## config.mk

```make
export PLATFORM = sky130hd
export DESIGN_NAME = rx_tlp_trigger
export DESIGN_NICKNAME = d
export VERILOG_FILES = /design/src/rtl/rx_tlp_trigger.sv
export SDC_FILE = /design/constraint.sdc
export NUM_CORES = 1
export LEC_CHECK = 0
export ABC_AREA = 1
export CORE_MARGIN = 5
export CORE_UTILIZATION = 56
export CTS_CLUSTER_DIAMETER = 200
export DETAILED_ROUTE_END_ITERATION = 6
export PLACE_DENSITY = 0.78
export SLEW_MARGIN = 15
export SYNTH_ARGS = -nofsm -noshare
export SYNTH_HDL_FRONTEND = slang
export SYNTH_SLANG_ARGS = --single-unit
export TNS_END_PERCENT = 1
```

## constraint.sdc

```tcl
create_clock -name trn_clk -period 2.45 [get_ports trn_clk]
set_input_delay 0.6125 -clock trn_clk [delete_from_list [all_inputs] [get_ports trn_clk]]
set_output_delay 0.6125 -clock trn_clk [all_outputs]
set_load 0.05 [all_outputs]
```

## src/rtl/rx_tlp_trigger.sv

```systemverilog
// rx_tlp_trigger: decides when and how many qwords the host-write TLP engine
// must push into the current huge page, and when that page must be closed.
module rx_tlp_trigger #(
  parameter int unsigned BF            = 7,
  parameter int unsigned MAX_QW        = 16,
  parameter int unsigned HP_QW         = 262128,
  parameter int unsigned TLP_TIMEOUT   = 32,
  parameter int unsigned CLOSE_TIMEOUT = 4096
) (
  input  logic          trn_clk,
  input  logic          reset_n,
  input  logic [BF:0]   commited_wr_address,
  input  logic [BF:0]   commited_rd_address,
  output logic          trigger_tlp,
  input  logic          trigger_tlp_ack,
  output logic          send_last_tlp,
  output logic          change_huge_page,
  input  logic          change_huge_page_ack,
  output logic [4:0]    qwords_to_send
);

  localparam int unsigned PW = BF + 1;
  localparam int unsigned TW = $clog2(TLP_TIMEOUT + 1);
  localparam int unsigned CW = $clog2(CLOSE_TIMEOUT + 1);

  typedef enum logic [1:0] {IDLE, WAIT_ACK, WAIT_COMMIT, WAIT_CHG} state_t;

  state_t        state_q, state_d;
  logic [PW-1:0] pending_q, pending_prev_q, snap_q, snap_d;
  logic [31:0]   page_used_q, page_used_d;
  logic [TW-1:0] part_timer_q, part_timer_d;
  logic [CW-1:0] idle_timer_q, idle_timer_d;
  logic          trig_q, trig_d, last_q, last_d, chg_q, chg_d;
  logic [4:0]    qw_q, qw_d;

  logic [31:0]   room_c;
  logic [31:0]   pend32_c;
  logic          commit_done_c;

  assign room_c        = 32'(HP_QW) - page_used_q;
  assign pend32_c      = 32'(pending_q);
  assign commit_done_c = (commited_rd_address == (snap_q + PW'(qw_q)));

  // State, request and bookkeeping registers; pending is sampled with one cycle latency.
  always_ff @(posedge trn_clk or negedge reset_n) begin
    if (!reset_n) begin
      state_q        <= IDLE;
      pending_q      <= '0;
      pending_prev_q <= '0;
      snap_q         <= '0;
      page_used_q    <= '0;
      part_timer_q   <= '0;
      idle_timer_q   <= '0;
      trig_q         <= 1'b0;
      last_q         <= 1'b0;
      chg_q          <= 1'b0;
      qw_q           <= '0;
    end else begin
      state_q        <= state_d;
      pending_q      <= commited_wr_address - commited_rd_address;
      pending_prev_q <= pending_q;
      snap_q         <= snap_d;
      page_used_q    <= page_used_d;
      part_timer_q   <= part_timer_d;
      idle_timer_q   <= idle_timer_d;
      trig_q         <= trig_d;
      last_q         <= last_d;
      chg_q          <= chg_d;
      qw_q           <= qw_d;
    end
  end

  // Next-state and next-request decision.
  always_comb begin
    state_d      = state_q;
    snap_d       = snap_q;
    page_used_d  = page_used_q;
    part_timer_d = '0;
    idle_timer_d = '0;
    trig_d       = trig_q;
    last_d       = last_q;
    chg_d        = chg_q;
    qw_d         = qw_q;

    unique case (state_q)
      IDLE: begin
        if (room_c == 32'd0) begin
          chg_d   = 1'b1;
          state_d = WAIT_CHG;
        end else if (pend32_c >= room_c && room_c < 32'(MAX_QW)) begin
          last_d  = 1'b1;
          qw_d    = 5'(room_c);
          snap_d  = commited_rd_address;
          state_d = WAIT_CHG;
        end else if (pend32_c >= 32'(MAX_QW)) begin
          trig_d  = 1'b1;
          qw_d    = 5'(MAX_QW);
          snap_d  = commited_rd_address;
          state_d = WAIT_ACK;
        end else if (pend32_c != 32'd0) begin
          // Partial backlog: flush once it has been stable long enough.
          if (pending_q != pending_prev_q) begin
            part_timer_d = '0;
          end else if (part_timer_q == TW'(TLP_TIMEOUT - 1)) begin
            trig_d  = 1'b1;
            qw_d    = (pend32_c < room_c) ? 5'(pend32_c) : 5'(room_c);
            snap_d  = commited_rd_address;
            state_d = WAIT_ACK;
          end else begin
            part_timer_d = part_timer_q + TW'(1);
          end
        end else if (page_used_q != 32'd0) begin
          // Empty buffer on a partly filled page: hand it over after a long idle.
          if (idle_timer_q == CW'(CLOSE_TIMEOUT - 1)) begin
            chg_d   = 1'b1;
            state_d = WAIT_CHG;
          end else begin
            idle_timer_d = idle_timer_q + CW'(1);
          end
        end
      end

      WAIT_ACK: begin
        if (trigger_tlp_ack) begin
          trig_d      = 1'b0;
          page_used_d = page_used_q + 32'(qw_q);
          state_d     = WAIT_COMMIT;
        end
      end

      WAIT_COMMIT: begin
        if (commit_done_c) state_d = IDLE;
      end

      WAIT_CHG: begin
        if (last_q || chg_q) begin
          if (change_huge_page_ack) begin
            last_d      = 1'b0;
            chg_d       = 1'b0;
            page_used_d = '0;
            if (chg_q || commit_done_c) state_d = IDLE;
          end
        end else if (commit_done_c) begin
          // Last TLP acked before its payload was committed.
          state_d = IDLE;
        end
      end

      default: state_d = IDLE;
    endcase
  end

  assign trigger_tlp      = trig_q;
  assign send_last_tlp    = last_q;
  assign change_huge_page = chg_q;
  assign qwords_to_send   = qw_q;

endmodule

```

# Word level (Yosys, flattened, before mapping)
# Cells that the tools add are included.
[totals]
ff_bits = 85
out_inout_bits = 8
latch_bits = 0
input_bits = 20
ram_bits = 0
n_memories = 0
elab_cells = 131
rom_bits = 0
[classes]
n_mux = 63
eq_ne = 28
div = 0
add_sub_neg = 6
reduce_logical = 18
bitwise_logic = 1
n_mul = 0
magnitude_cmp = 4
shifts = 0
[op_table]
columns = ["operator", "n"]
rows = [
  ["2-to-1 mux 32 bit", 3],
  ["2-to-1 mux 13 bit", 7],
  ["case mux 32 bit (2 select lines)", 1],
  ["nonzero test 32 bit", 2],
  ["2-to-1 mux 6 bit", 7],
  ["2-to-1 mux 8 bit", 5],
  ["inequality test 3 bit, second input constant", 11],
  ["adder 32 x 5 -> 32 bit", 1],
  ["greater-or-equal comparator 8 x 32 -> 1 bit", 1],
  ["zero test 32 bit", 1],
  ["< comparator 32 x 5 -> 1 bit, second input constant", 1],
  ["< comparator 8 x 32 -> 1 bit", 1],
  ["subtractor 18 x 32 -> 32 bit, first input constant", 1],
  ["2-to-1 mux 5 bit", 6],
  ["2-to-1 mux 2 bit", 13],
  ["inequality test 6 bit, second input constant", 4],
  ["2-to-1 mux 1 bit", 17],
  ["AND reduction 7 bit", 2],
  ["adder 13 x 1 -> 13 bit, second input constant", 1],
  ["== test 13 x 12 -> 1 bit, second input constant", 1],
  ["inequality test 2 bit, second input constant", 6],
  ["AND reduction 5 bit", 2],
  ["adder 8 x 5 -> 8 bit", 1],
  ["== test 8 bit", 1],
  ["17 further kinds", 24],
]

# Depth between registers and ports, before layout
# Gate-level depths: netlist of the first run.
[logic_depth]
depth_word = 8
depth_mapped = 21
depth_no_buf = 21

# Worst setup path after synthesis of the first run
# No wires, ideal clock.
[synth_path]
path_kind = "flip-flop to flip-flop"
startpoint = "register page_used_q[1]"
endpoint = "register idle_timer_q[10]"
path_buffers = 1
path_stages_with_launch = 15
synth_period_minus_slack_ns = 2.690
path_slack_ns = -0.240
setup_ns = 0.088
t_arrival_ns = 2.601
required_ns = 2.362
path_cell_list = "dfrtp_1 nor2_1 nand3_1 nand2_1 xor2_1 ha_1 a21oi_1 nand3b_1 nand3_1 nand3_1 nand2_1 o211ai_2 nand3_1 buf_2 nor3b_1"
[synth_via]
elab_chain_cells = 7
elab_cells_between_ends = 12
classes_between = "add/sub (1); order compare (2); mux (6); reduce/logical (3)"
[synth_lines]
columns = ["element", "line", "source"]
rows = [
  ["start: declaration", "30", "logic [31:0] page_used_q, page_used_d;"],
  ["start signal: assignment", "63", "page_used_q <= page_used_d;"],
  ["branches (longest 5 deep; another with subtractor 18 x 32 -> 32 bit)", "n/a", ""],
  ["2-to-1 mux 13 bit *", "87", "if (room_c == 32'd0) begin"],
  ["2-to-1 mux 13 bit *", "85", "unique case (state_q)"],
  ["via idle_timer_d[10]", "32", "logic [CW-1:0] idle_timer_q, idle_timer_d;"],
  ["end signal: assignment", "65", "idle_timer_q <= idle_timer_d;"],
  ["end: declaration", "32", ""],
]
# Mark *: on every way through the listed nets, which the timed path passes.
# A chain may end at the register's enable or synchronous reset.

# Final worst setup path of the first run
[layout_path]
startpoint = "register page_used_q[1]"
endpoint = "register chg_q (netlist: change_huge_page)"
[layout_via]
elab_chain_cells = 5
elab_cells_between_ends = 14
classes_between = "add/sub (1); order compare (2); eq/ne (5); mux (2); reduce/logical (4)"
[layout_lines]
columns = ["element", "line", "source"]
rows = [
  ["subtractor 18 x 32 -> 32 bit", "40", "assign room_c = 32'(HP_QW) - page_used_q;"],
  ["greater-or-equal comparator 8 x 32 -> 1 bit or < comparator 32 x 5 -> 1 bit (tied branches)", "90", "end else if (pend32_c >= room_c && room_c < 32'(MAX_QW)) begin"],
  ["logical AND 1 bit", "90", ""],
  ["inequality test 3 bit (no line)", "n/a", ""],
  ["AND reduction 8 bit (no line)", "n/a", ""],
  ["end signal: assignment", "68", "chg_q <= chg_d;"],
  ["end: declaration", "33", "logic trig_q, trig_d, last_q, last_d, chg_q, chg_d;"],
]
# Parallel ways exist; a longest one is shown, timed or not.

==> results_tabular.tex, run 1 <==
\begin{tabular}{lr}
\hline
Metric & Value \\
\hline
\multicolumn{2}{l}{\textbf{Placement}} \\
\quad RD Place Congestion & 0.989 \\
\quad Post-DP Area & 7910 um\^{}2 \\
\quad Total of buffers placed on input and output ports & 27 \\
\quad Final HPWL from detailed placement & 14100 um \\
\multicolumn{2}{l}{\textbf{Floorplanning}} \\
\quad Number of ports placed on the die boundary & 28 \\
\quad Chip width & 116 um \\
\quad Floorplan core area & 10900 um\^{}2 \\
\quad Area enclosed by the die boundary & 13400 um\^{}2 \\
\quad Overall die height & 116 um \\
\quad Placement Rows & 38 \\
\quad Effective utilization at floorplan & 57.6\% \\
\multicolumn{2}{l}{\textbf{Final layout}} \\
\quad Share of post-route cells with drive strength above 1 & 27.5\% \\
\quad Total area of multi-input combinational cells & 4030 um\^{}2 \\
\quad Area growth from synthesis to layout & 38.0\% \\
\quad Number of nets at the end of the flow & 1168 \\
\quad Layout fillers & 679 \\
\quad Area taken by flip-flops and latches & 2130 um\^{}2 \\
\quad Final design area excluding fillers & 8660 um\^{}2 \\
\quad Number of antenna diodes & 0 \\
\multicolumn{2}{l}{\textbf{Timing}} \\
\quad Worst slew slack as a fraction of its limit & 66.1\% \\
\quad Min setup slack post-route & -0.294 ns \\
\quad Period minus WS final & 2.74 ns \\
\quad Actual transition at the worst max-transition pin & 0.506 ns \\
\quad Maximum frequency from static timing analysis & 0.364 GHz \\
\quad Aggregate negative setup slack & -9.83 ns \\
\quad Period Utilization, post-route & 112\% \\
\quad Worst Skew & 0.0116 ns \\
\quad Pins over their slew limit & 0 \\
\quad Final count of hold timing violations & 0 \\
\quad Final setup violation count & 47 \\
\quad Unrepaired setup endpoints after global routing & yes \\
\multicolumn{2}{l}{\textbf{Outcome}} \\
\quad Violated checks & negative setup slack \\
\quad Run status & complete, but fails checks \\
\multicolumn{2}{l}{\textbf{Logic synthesis}} \\
\quad Library cell with the highest instance count after synthesis & sky130\_fd\_sc\_hd\_\_nand2\_1 \\
\quad Number of flip-flops and latches in the synthesized netlist & 85 \\
\quad Nets in the synthesized netlist & 960 \\
\quad Total of warnings raised by yosys & 0 \\
\quad Top cell type by total area after synthesis & sky130\_fd\_sc\_hd\_\_dfrtp\_1 \\
\quad Ys async rst share & 100\% \\
\quad Distinct cells, synth & 47 \\
\quad Most area-consuming cells after synthesis & sky130\_fd\_sc\_hd\_\_dfrtp\_1 34\%, sky130\_fd\_sc\_hd\_\_nand2\_1 14\%, sky130\_fd\_sc\_hd\_\_nor2\_1 7.4\%, sky130\_fd\_sc\_hd\_\_inv\_1 7.3\%, sky130\_fd\_sc\_hd\_\_nand3\_1 5.8\% \\
\quad List of most frequent post-synthesis cells & 239 x sky130\_fd\_sc\_hd\_\_nand2\_1, 124 x sky130\_fd\_sc\_hd\_\_nor2\_1, 122 x sky130\_fd\_sc\_hd\_\_inv\_1 \\
\quad Share of the synthesized area in the top cell type & 33.9\% \\
\quad Syn avg cell area & 6.91 um\^{}2 \\
\quad Top\_reg\_cell synth & sky130\_fd\_sc\_hd\_\_dfrtp\_1 \\
\quad Count of flip-flops with a built-in enable after synthesis & 0 \\
\quad Post-synthesis instance area & 6270 um\^{}2 \\
\quad Synthesized netlist cell count & 908 \\
\quad Sequential share of the synthesized area & 33.9\% \\
\multicolumn{2}{l}{\textbf{Clock tree}} \\
\quad CTS tree & built \\
\quad Number of buffers added by the clock tree synthesis step & 9 \\
\quad Cell chosen for the clock root & sky130\_fd\_sc\_hd\_\_clkbuf\_8 \\
\quad Number of buffers on the longest clock path & 2 \\
\quad Count of clock tree sinks & 85 \\
\quad Register clock-pin slew on the reported worst setup and hold paths & 0.09 ns \\
\quad Maximum level of the CTS H-tree & 3 \\
\quad Clock latency at the later pin of the worst-skew pair & 0.37 ns \\
\multicolumn{2}{l}{\textbf{Setup path}} \\
\quad Crit path cell chain & inv\_2 > ha\_4 > nand2\_4 > nand2\_4 > xor2\_2 > ha\_1 > nand4\_1 > inv\_2 > nand4\_1 > inv\_1 > nand3\_2 > nand2\_4 > nand4\_4 > buf\_4 > nand2\_1 > nand2\_1 > nand2\_2 > a21oi\_1 \\
\quad Max stage delay on crit path & 0.42 ns \\
\quad Buf+Inv Stages, Crit Path & 4 \\
\quad Arrival @ worst endpoint & 3.00 ns \\
\quad Delay-heaviest family, CP & simple AND/OR/NAND/NOR gates \\
\quad CP dominant cell by count & sky130\_fd\_sc\_hd\_\_nand2\_4 \\
\quad Highest-delay cell along the critical path & sky130\_fd\_sc\_hd\_\_dfrtp\_1 \\
\quad Startpoint class of the critical path & flip-flop \\
\quad Critical Setup Path Class & reg -> reg \\
\quad Endpoint class of the critical path & flip-flop \\
\quad Register-to-register path setup slack & -0.29 ns \\
\quad Worst Path Required & 2.71 ns \\
\quad Highest fanout seen on the critical path & 5 \\
\multicolumn{2}{l}{\textbf{Routing}} \\
\quad Via count & 7116 \\
\quad TritonRoute pass-1 iters & 6 \\
\quad Avg Vias per Cell & 5.65 \\
\quad Number of violations reported at the end of detailed-routing iteration 0 & 587 \\
\quad Routed wirelength normalized by instance count & 16.1 um \\
\quad Number of nets with antenna violations after routing & 0 \\
\quad Residual DRC & 0 \\
\quad Wire length reported by the detailed router & 20300 um \\
\multicolumn{2}{l}{\textbf{GRT}} \\
\quad Maximum number of pins on one net before global-route repair & 41 \\
\quad Initial antenna violation count & 0 \\
\quad Residual overflow from global routing & 0 \\
\quad Wire length of the first global-routing pass & 32400 um \\
\quad Tot GR Track Use & 30.5\% \\
\quad Via count of the first global-routing pass & 6989 \\
\multicolumn{2}{l}{\textbf{Pwr}} \\
\quad Worst IR drop on VDD & 569 uV \\
\quad Seq pwr share & 26.8\% \\
\quad Clock power share & 15.6\% \\
\quad LEAKAGE & 0.00445 uW \\
\quad Cell internal pwr & 3940 uW \\
\quad Net switching power of the design & 3060 uW \\
\quad Part of the power in combinational logic & 57.6\% \\
\quad Power per unit of standard cell area & 809 nW/um\^{}2 \\
\quad Switching part of the total power & 43.8\% \\
\multicolumn{2}{l}{\textbf{Worst hold path}} \\
\quad Kind of path behind the tightest hold check & in -> async \\
\multicolumn{2}{l}{\textbf{Run}} \\
\quad Number of maximum-capacitance violations & 0 \\
\hline
\end{tabular}
[repair_timing]
action / CTS / global route
pin swaps: 25 / 10
hold buffers: 0 / 0
setup endpoints to repair: 50 / 56
buffers inserted: 15 / 3
gates resized for setup: 60 / 40
cloned: 1 / 0
[area by class of cell]
type | instances | share of cell area (%)
clock buffers | 10 | 1.59
clock inverters | 4 | 0.853
multi-input cells | 689 | 46.5
flip-flops and latches | 85 | 24.6
well taps | 140 | 2.02
repair buffers | 203 | 18.8
inverters | 128 | 5.55
[sequential cells by signal, summed over array words and instances (netlist names), 2 cells and up]
register and count:
pending_q 8, page_used_q 32, idle_timer_q 13, state_q 2
pending_prev_q 8, qwords_to_send 5, snap_q 8, part_timer_q 6
[cell families (layout without fill, tap and decap cells)]
kind of cell / Yosys count / after routing / synth area share (%)
and+or+nand+nor: 518 / 518 / 36.8
DFF: 85 / 85 / 33.9
buffers and inverters: 134 / 345 / 8.18
adders and majority gates: 32 / 32 / 6.74
AOI/OAI and AO/OA: 100 / 100 / 8.94
xor gates and xnor gates: 39 / 39 / 5.45
[power groups by stage]
stage	Combinational, uW	Sequential, uW	Clock [uW]
floorplan	1850	1980	0
global placement	3210	1870	0
detailed placement	3310	1880	0
CTS	3710	1870	1100
global route	4330	1910	1160
finish	4030	1880	1090
[layer usage]
layer / vias to the layer above / wire length, um / part of all wire [%] / global-route usage, %
met5: - / 0 / 0 / 0
li1: 3350 / - / - / -
met1: 3302 / 7750 / 38 / 35.3
met3: 111 / 1290 / 6.4 / 4.18
met2: 353 / 10100 / 50 / 53.8
met4: 0 / 1180 / 5.8 / 17.5
[final timing paths]
check                      cells after the start                      endpoint                       start
hold reg to reg                                0   pending_prev_q[7]$_DFF_PN0_      pending_q[7]$_DFF_PN0_
setup / recovery                              18  change_huge_page$_DFFE_PN0P_  page_used_q[1]$_DFFE_PN0P_
max in group asynchronous                      2    page_used_q[2]$_DFFE_PN0P_                     reset_n
hold / removal                                 1         snap_q[5]$_DFFE_PN0P_                     reset_n
setup reg to reg                              18  change_huge_page$_DFFE_PN0P_  page_used_q[1]$_DFFE_PN0P_
min in group trn_clk                           0   pending_prev_q[7]$_DFF_PN0_      pending_q[7]$_DFF_PN0_
[worst register-to-register path, stage by stage, from the launching register on]
cell	delay (ns)
sky130_fd_sc_hd__dfrtp_1	0.42
sky130_fd_sc_hd__inv_2	0.08
sky130_fd_sc_hd__ha_4	0.18
sky130_fd_sc_hd__nand2_4	0.14
sky130_fd_sc_hd__nand2_4	0.11
sky130_fd_sc_hd__xor2_2	0.16
sky130_fd_sc_hd__ha_1	0.30
sky130_fd_sc_hd__nand4_1	0.11
sky130_fd_sc_hd__inv_2	0.09
sky130_fd_sc_hd__nand4_1	0.12
sky130_fd_sc_hd__inv_1	0.10
sky130_fd_sc_hd__nand3_2	0.11
sky130_fd_sc_hd__nand2_4	0.14
sky130_fd_sc_hd__nand4_4	0.14
sky130_fd_sc_hd__buf_4	0.17
sky130_fd_sc_hd__nand2_1	0.08
sky130_fd_sc_hd__nand2_1	0.08
sky130_fd_sc_hd__nand2_2	0.06
sky130_fd_sc_hd__a21oi_1	0.06
[through the flow]
stage	std cells	setup slack, ns	total power, uW	utilization (%)	hold slack [ns]
after global routing	1259	-0.439	7400	79.5	0.209
after floorplan	908	-0.116	3840	-	0.317
after detailed placement	1226	-0.372	5180	72.6	0.444
final	1259	-0.294	7000	79.5	0.183
after CTS	1256	-0.124	6680	78.1	0.188
after global placement	1226	-0.300	5080	72.6	0.441
[cell usage in the layout, fill, tap and decap left out, types with 7 or more instances in the layout]
cell,instances
sky130_fd_sc_hd__nor2_2,22
sky130_fd_sc_hd__xor2_1,25
sky130_fd_sc_hd__dfrtp_1,81
sky130_fd_sc_hd__a21oi_1,39
sky130_fd_sc_hd__buf_4,171
sky130_fd_sc_hd__nand3_1,59
sky130_fd_sc_hd__nor2_1,106
sky130_fd_sc_hd__nor2_4,7
sky130_fd_sc_hd__nand3_2,13
sky130_fd_sc_hd__clkdlybuf4s50_1,26
sky130_fd_sc_hd__inv_2,14
sky130_fd_sc_hd__nand2_1,227
sky130_fd_sc_hd__nor3_1,12
sky130_fd_sc_hd__clkbuf_8,10
sky130_fd_sc_hd__o21ai_0,29
sky130_fd_sc_hd__xnor2_1,10
sky130_fd_sc_hd__nor4_1,11
sky130_fd_sc_hd__nand2_2,14
sky130_fd_sc_hd__ha_1,26
sky130_fd_sc_hd__nand4_1,16
sky130_fd_sc_hd__inv_1,113
Power figures use the tool's default switching activity.
==> run 2: changes to the inputs <==
Settings changed: CORE_MARGIN 5 to default.
==> results_tabular.tex, run 2 (synthesized netlist as in run 1, its figures left out) <==
\begin{tabular}{lr}
\hline
Metric & Value \\
\hline
\multicolumn{2}{l}{\textbf{Clock tree}} \\
\quad Number of buffers on the longest clock path & 2 (unchanged) \\
\quad Cell chosen for the clock root & sky130\_fd\_sc\_hd\_\_clkbuf\_8 \\
\quad CTS tree & built \\
\quad Number of buffers added by the clock tree synthesis step & 9 (unchanged) \\
\quad Count of clock tree sinks & 85 (unchanged) \\
\quad Number of hold buffers added after CTS & 0 (unchanged) \\
\quad Clock latency at the later pin of the worst-skew pair & 0.38 ns (about the same) \\
\quad Maximum level of the CTS H-tree & 3 (unchanged) \\
\quad Register clock-pin slew on the reported worst setup and hold paths & 0.10 ns (about the same) \\
\multicolumn{2}{l}{\textbf{Outcome}} \\
\quad Violated checks & negative setup slack \\
\quad Run status & complete, but fails checks \\
\multicolumn{2}{l}{\textbf{Pwr}} \\
\quad LEAKAGE & 0.00457 uW (+2.7\%) \\
\quad Power per unit of standard cell area & 855 nW/um\^{}2 (+5.7\%) \\
\quad Worst IR drop on VDD & 672 uV (+18\%) \\
\quad Overall power & 7710 uW (+10\%) \\
\multicolumn{2}{l}{\textbf{Final layout}} \\
\quad Commonest non-fill, non-tap cell in the layout & sky130\_fd\_sc\_hd\_\_nand2\_1 \\
\quad Register with the most flip-flops & page\_used\_q \\
\quad Number of antenna diodes & 0 (unchanged) \\
\quad Area growth from synthesis to layout & 43.8\% \\
\quad Largest registers & page\_used\_q: 32 flops, idle\_timer\_q: 13 flops \\
\quad Number of nets at the end of the flow & 1180 (+1.0\%) \\
\quad Number of flip-flops under the largest register name & 32 (unchanged) \\
\quad Share of post-route cells with drive strength above 1 & 31.4\% (+3.9 points) \\
\quad Most used cells in the layout excluding fill and tap cells & 215 x sky130\_fd\_sc\_hd\_\_nand2\_1, 175 x sky130\_fd\_sc\_hd\_\_buf\_4, 110 x sky130\_fd\_sc\_hd\_\_inv\_1, 101 x sky130\_fd\_sc\_hd\_\_nor2\_1, 79 x sky130\_fd\_sc\_hd\_\_dfrtp\_1 \\
\multicolumn{2}{l}{\textbf{Setup path}} \\
\quad Max stage delay on crit path & 0.43 ns (about the same) \\
\quad Endpoint of the worst register-to-register path & qwords\_to\_send[3]\$\_DFFE\_PN0P\_ \\
\quad Critical Path Sink & qwords\_to\_send[3]\$\_DFFE\_PN0P\_ \\
\quad Startpoint of the lowest-slack register-to-register path & page\_used\_q[1]\$\_DFFE\_PN0P\_ \\
\quad Startpoint class of the critical path & flip-flop \\
\quad Critical Setup Path Class & reg -> reg \\
\quad Worst Path Required & 2.76 ns (+0.05 ns) \\
\quad Highest-delay cell along the critical path & sky130\_fd\_sc\_hd\_\_dfrtp\_1 \\
\quad Crit path cell chain & buf\_6 > nor2\_4 > nand3\_4 > nand2\_4 > xor2\_2 > ha\_1 > a21oi\_1 > nand3\_2 > nand3\_4 > buf\_6 > inv\_4 > o211ai\_1 > nand3\_2 > nand2\_1 > nand2\_1 > nand2\_1 \\
\quad Start point of the critical path & page\_used\_q[1]\$\_DFFE\_PN0P\_ \\
\quad Cell depth of the worst flop-to-flop path & 16 (-2) \\
\quad Register-to-register path setup slack & -0.38 ns (-0.09 ns) \\
\quad Arrival @ worst endpoint & 3.15 ns (+0.15 ns) \\
\quad Delay-heaviest family, CP & simple AND/OR/NAND/NOR gates \\
\quad Total stage count of the critical path & 16 (-2) \\
\quad Endpoint class of the critical path & flip-flop \\
\quad Buf+Inv Stages, Crit Path & 3 (-1) \\
\quad Highest fanout seen on the critical path & 4 (-1) \\
\quad CP dominant cell by count & sky130\_fd\_sc\_hd\_\_nand2\_1 \\
\multicolumn{2}{l}{\textbf{Placement}} \\
\quad RD Place Congestion & 1.00 (+1.4\%) \\
\quad Total of buffers placed on input and output ports & 27 (unchanged) \\
\quad Final HPWL from detailed placement & 14100 um (-0.19\%) \\
\multicolumn{2}{l}{\textbf{Routing}} \\
\quad Via count & 7616 (+7.0\%) \\
\quad TritonRoute pass-1 iters & 7 (+1) \\
\quad Wire length reported by the detailed router & 23300 um (+15\%) \\
\quad Number of nets with antenna violations after routing & 0 (unchanged) \\
\quad Number of violations reported at the end of detailed-routing iteration 0 & 744 (+27\%) \\
\quad Routed wirelength normalized by instance count & 18.3 um (+14\%) \\
\quad Avg Vias per Cell & 5.98 (+5.8\%) \\
\quad Residual DRC & 0 (unchanged) \\
\multicolumn{2}{l}{\textbf{Floorplanning}} \\
\quad Floorplan core area & 10900 um\^{}2 (unchanged) \\
\quad Placement Rows & 38 (unchanged) \\
\quad Number of ports placed on the die boundary & 28 (unchanged) \\
\quad Effective utilization at floorplan & 57.6\% (unchanged) \\
\quad Overall die height & 108 um (-6.9\%) \\
\quad Chip width & 108 um (-6.9\%) \\
\quad Area enclosed by the die boundary & 11600 um\^{}2 (-13\%) \\
\multicolumn{2}{l}{\textbf{Timing}} \\
\quad Period minus WS final & 2.83 ns (+0.0910 ns) \\
\quad Pins over their slew limit & 0 (unchanged) \\
\quad Final count of hold timing violations & 0 (unchanged) \\
\quad Min setup slack post-route & -0.385 ns (-0.0910 ns) \\
\quad Actual transition at the worst max-transition pin & 0.530 ns (+0.0239 ns) \\
\quad Worst slew slack as a fraction of its limit & 64.5\% (-1.6 points) \\
\quad Aggregate negative setup slack & -11.04 ns (-1.21 ns) \\
\quad Unrepaired setup endpoints after global routing & yes \\
\quad Period Utilization, post-route & 116\% (+3.7 points) \\
\quad Final setup violation count & 48 (+2.1\%) \\
\quad Maximum frequency from static timing analysis & 0.353 GHz (-3.2\%) \\
\quad Worst Skew & 0.0113 ns (-0.000331 ns) \\
\multicolumn{2}{l}{\textbf{GRT}} \\
\quad Initial antenna violation count & 0 (unchanged) \\
\quad Wire length of the first global-routing pass & 31600 um (-2.4\%) \\
\quad Tot GR Track Use & 35.2\% (+4.7 points) \\
\quad Via count of the first global-routing pass & 6975 (-0.20\%) \\
\quad Busiest layer in global routing & met2 \\
\quad Met2 usage & 62.2\% (+8.4 points) \\
\quad Met1 Use GR & 39.5\% (+4.2 points) \\
\quad Maximum number of pins on one net before global-route repair & 47 (+15\%) \\
\quad Grt met3 use & 6.36\% (+2.2 points) \\
\quad Residual overflow from global routing & 0 (unchanged) \\
\multicolumn{2}{l}{\textbf{Run}} \\
\quad Number of maximum-capacitance violations & 0 (unchanged) \\
\multicolumn{2}{l}{\textbf{Worst hold path}} \\
\quad Kind of path behind the tightest hold check & in -> async \\
\hline
\end{tabular}
## run 2: where the power goes
part           internal, uW  leakage [uW]  switching, uW  total, uW
combinational          2080       0.00337           2760       4840
clock                   401     0.0000889            561        962
sequential             1640       0.00111            270       1910
## run 2: final cells by class
class	count	area [um^2]
clock buffer	10	138
clock inverter	6	46.3
fill	610	1870
inverter	128	485
multi-input combinational	690	4270
sequential	85	2130
tap	140	175
timing repair buffer	214	1770
## run 2: worst register-to-register path: stages, from the launching register on
cell	delay, ns
sky130_fd_sc_hd__dfrtp_1	0.43
sky130_fd_sc_hd__buf_6	0.14
sky130_fd_sc_hd__nor2_4	0.11
sky130_fd_sc_hd__nand3_4	0.13
sky130_fd_sc_hd__nand2_4	0.10
sky130_fd_sc_hd__xor2_2	0.18
sky130_fd_sc_hd__ha_1	0.29
sky130_fd_sc_hd__a21oi_1	0.25
sky130_fd_sc_hd__nand3_2	0.14
sky130_fd_sc_hd__nand3_4	0.10
sky130_fd_sc_hd__buf_6	0.12
sky130_fd_sc_hd__inv_4	0.04
sky130_fd_sc_hd__o211ai_1	0.32
sky130_fd_sc_hd__nand3_2	0.13
sky130_fd_sc_hd__nand2_1	0.11
sky130_fd_sc_hd__nand2_1	0.08
sky130_fd_sc_hd__nand2_1	0.09
## run 2: worst min path at each step
stage	startpoint	endpoint	slack, ns	cells after the start
finish	reset_n	page_used_q[17]$_DFFE_PN0P_	0.04	1
global route	reset_n	page_used_q[17]$_DFFE_PN0P_	0.04	1
CTS	reset_n	page_used_q[17]$_DFFE_PN0P_	0.04	1
detailed placement	pending_q[0]$_DFF_PN0_	pending_prev_q[0]$_DFF_PN0_	0.42	0
global placement	pending_q[0]$_DFF_PN0_	pending_prev_q[0]$_DFF_PN0_	0.43	0
floorplan	reset_n	change_huge_page$_DFFE_PN0P_	0.32	0
## run 2: layer usage
layer / vias up / part of all wire [%]
met5: - / 0
met4: 0 / 7.8
met3: 205 / 8.0
met2: 530 / 49
met1: 3501 / 35
li1: 3380 / -
## run 2: through the flow
step           setup slack (ns)  area, um^2  hold WS (ns)  std cells  util [%]
2_1_floorplan            -0.116        6290         0.317        908         -
3_3_place_gp             -0.283        7960         0.429       1232      73.1
3_5_place_dp             -0.355        7960         0.419       1232      73.1
4_1_cts                  -0.182        8390        0.0432       1258      77.1
5_1_grt                  -0.498        9020        0.0368       1273      82.8
6_report                 -0.385        9020        0.0384       1273      82.8
## run 2: timing repair
| action | CTS | global route |
|---|---|---|
| endpoints found under the setup margin | 46 | 56 |
| cloned | 0 | 2 |
| pin swaps | 5 | 58 |
| resized for setup | 42 | 121 |
| setup buffers | 10 | 14 |
==> run 3: changes to the inputs <==
Settings changed: CTS_CLUSTER_SIZE from default to 40.
==> results of run 3 <==
The final DEF is identical to that of run 2; final timing and power are the same.
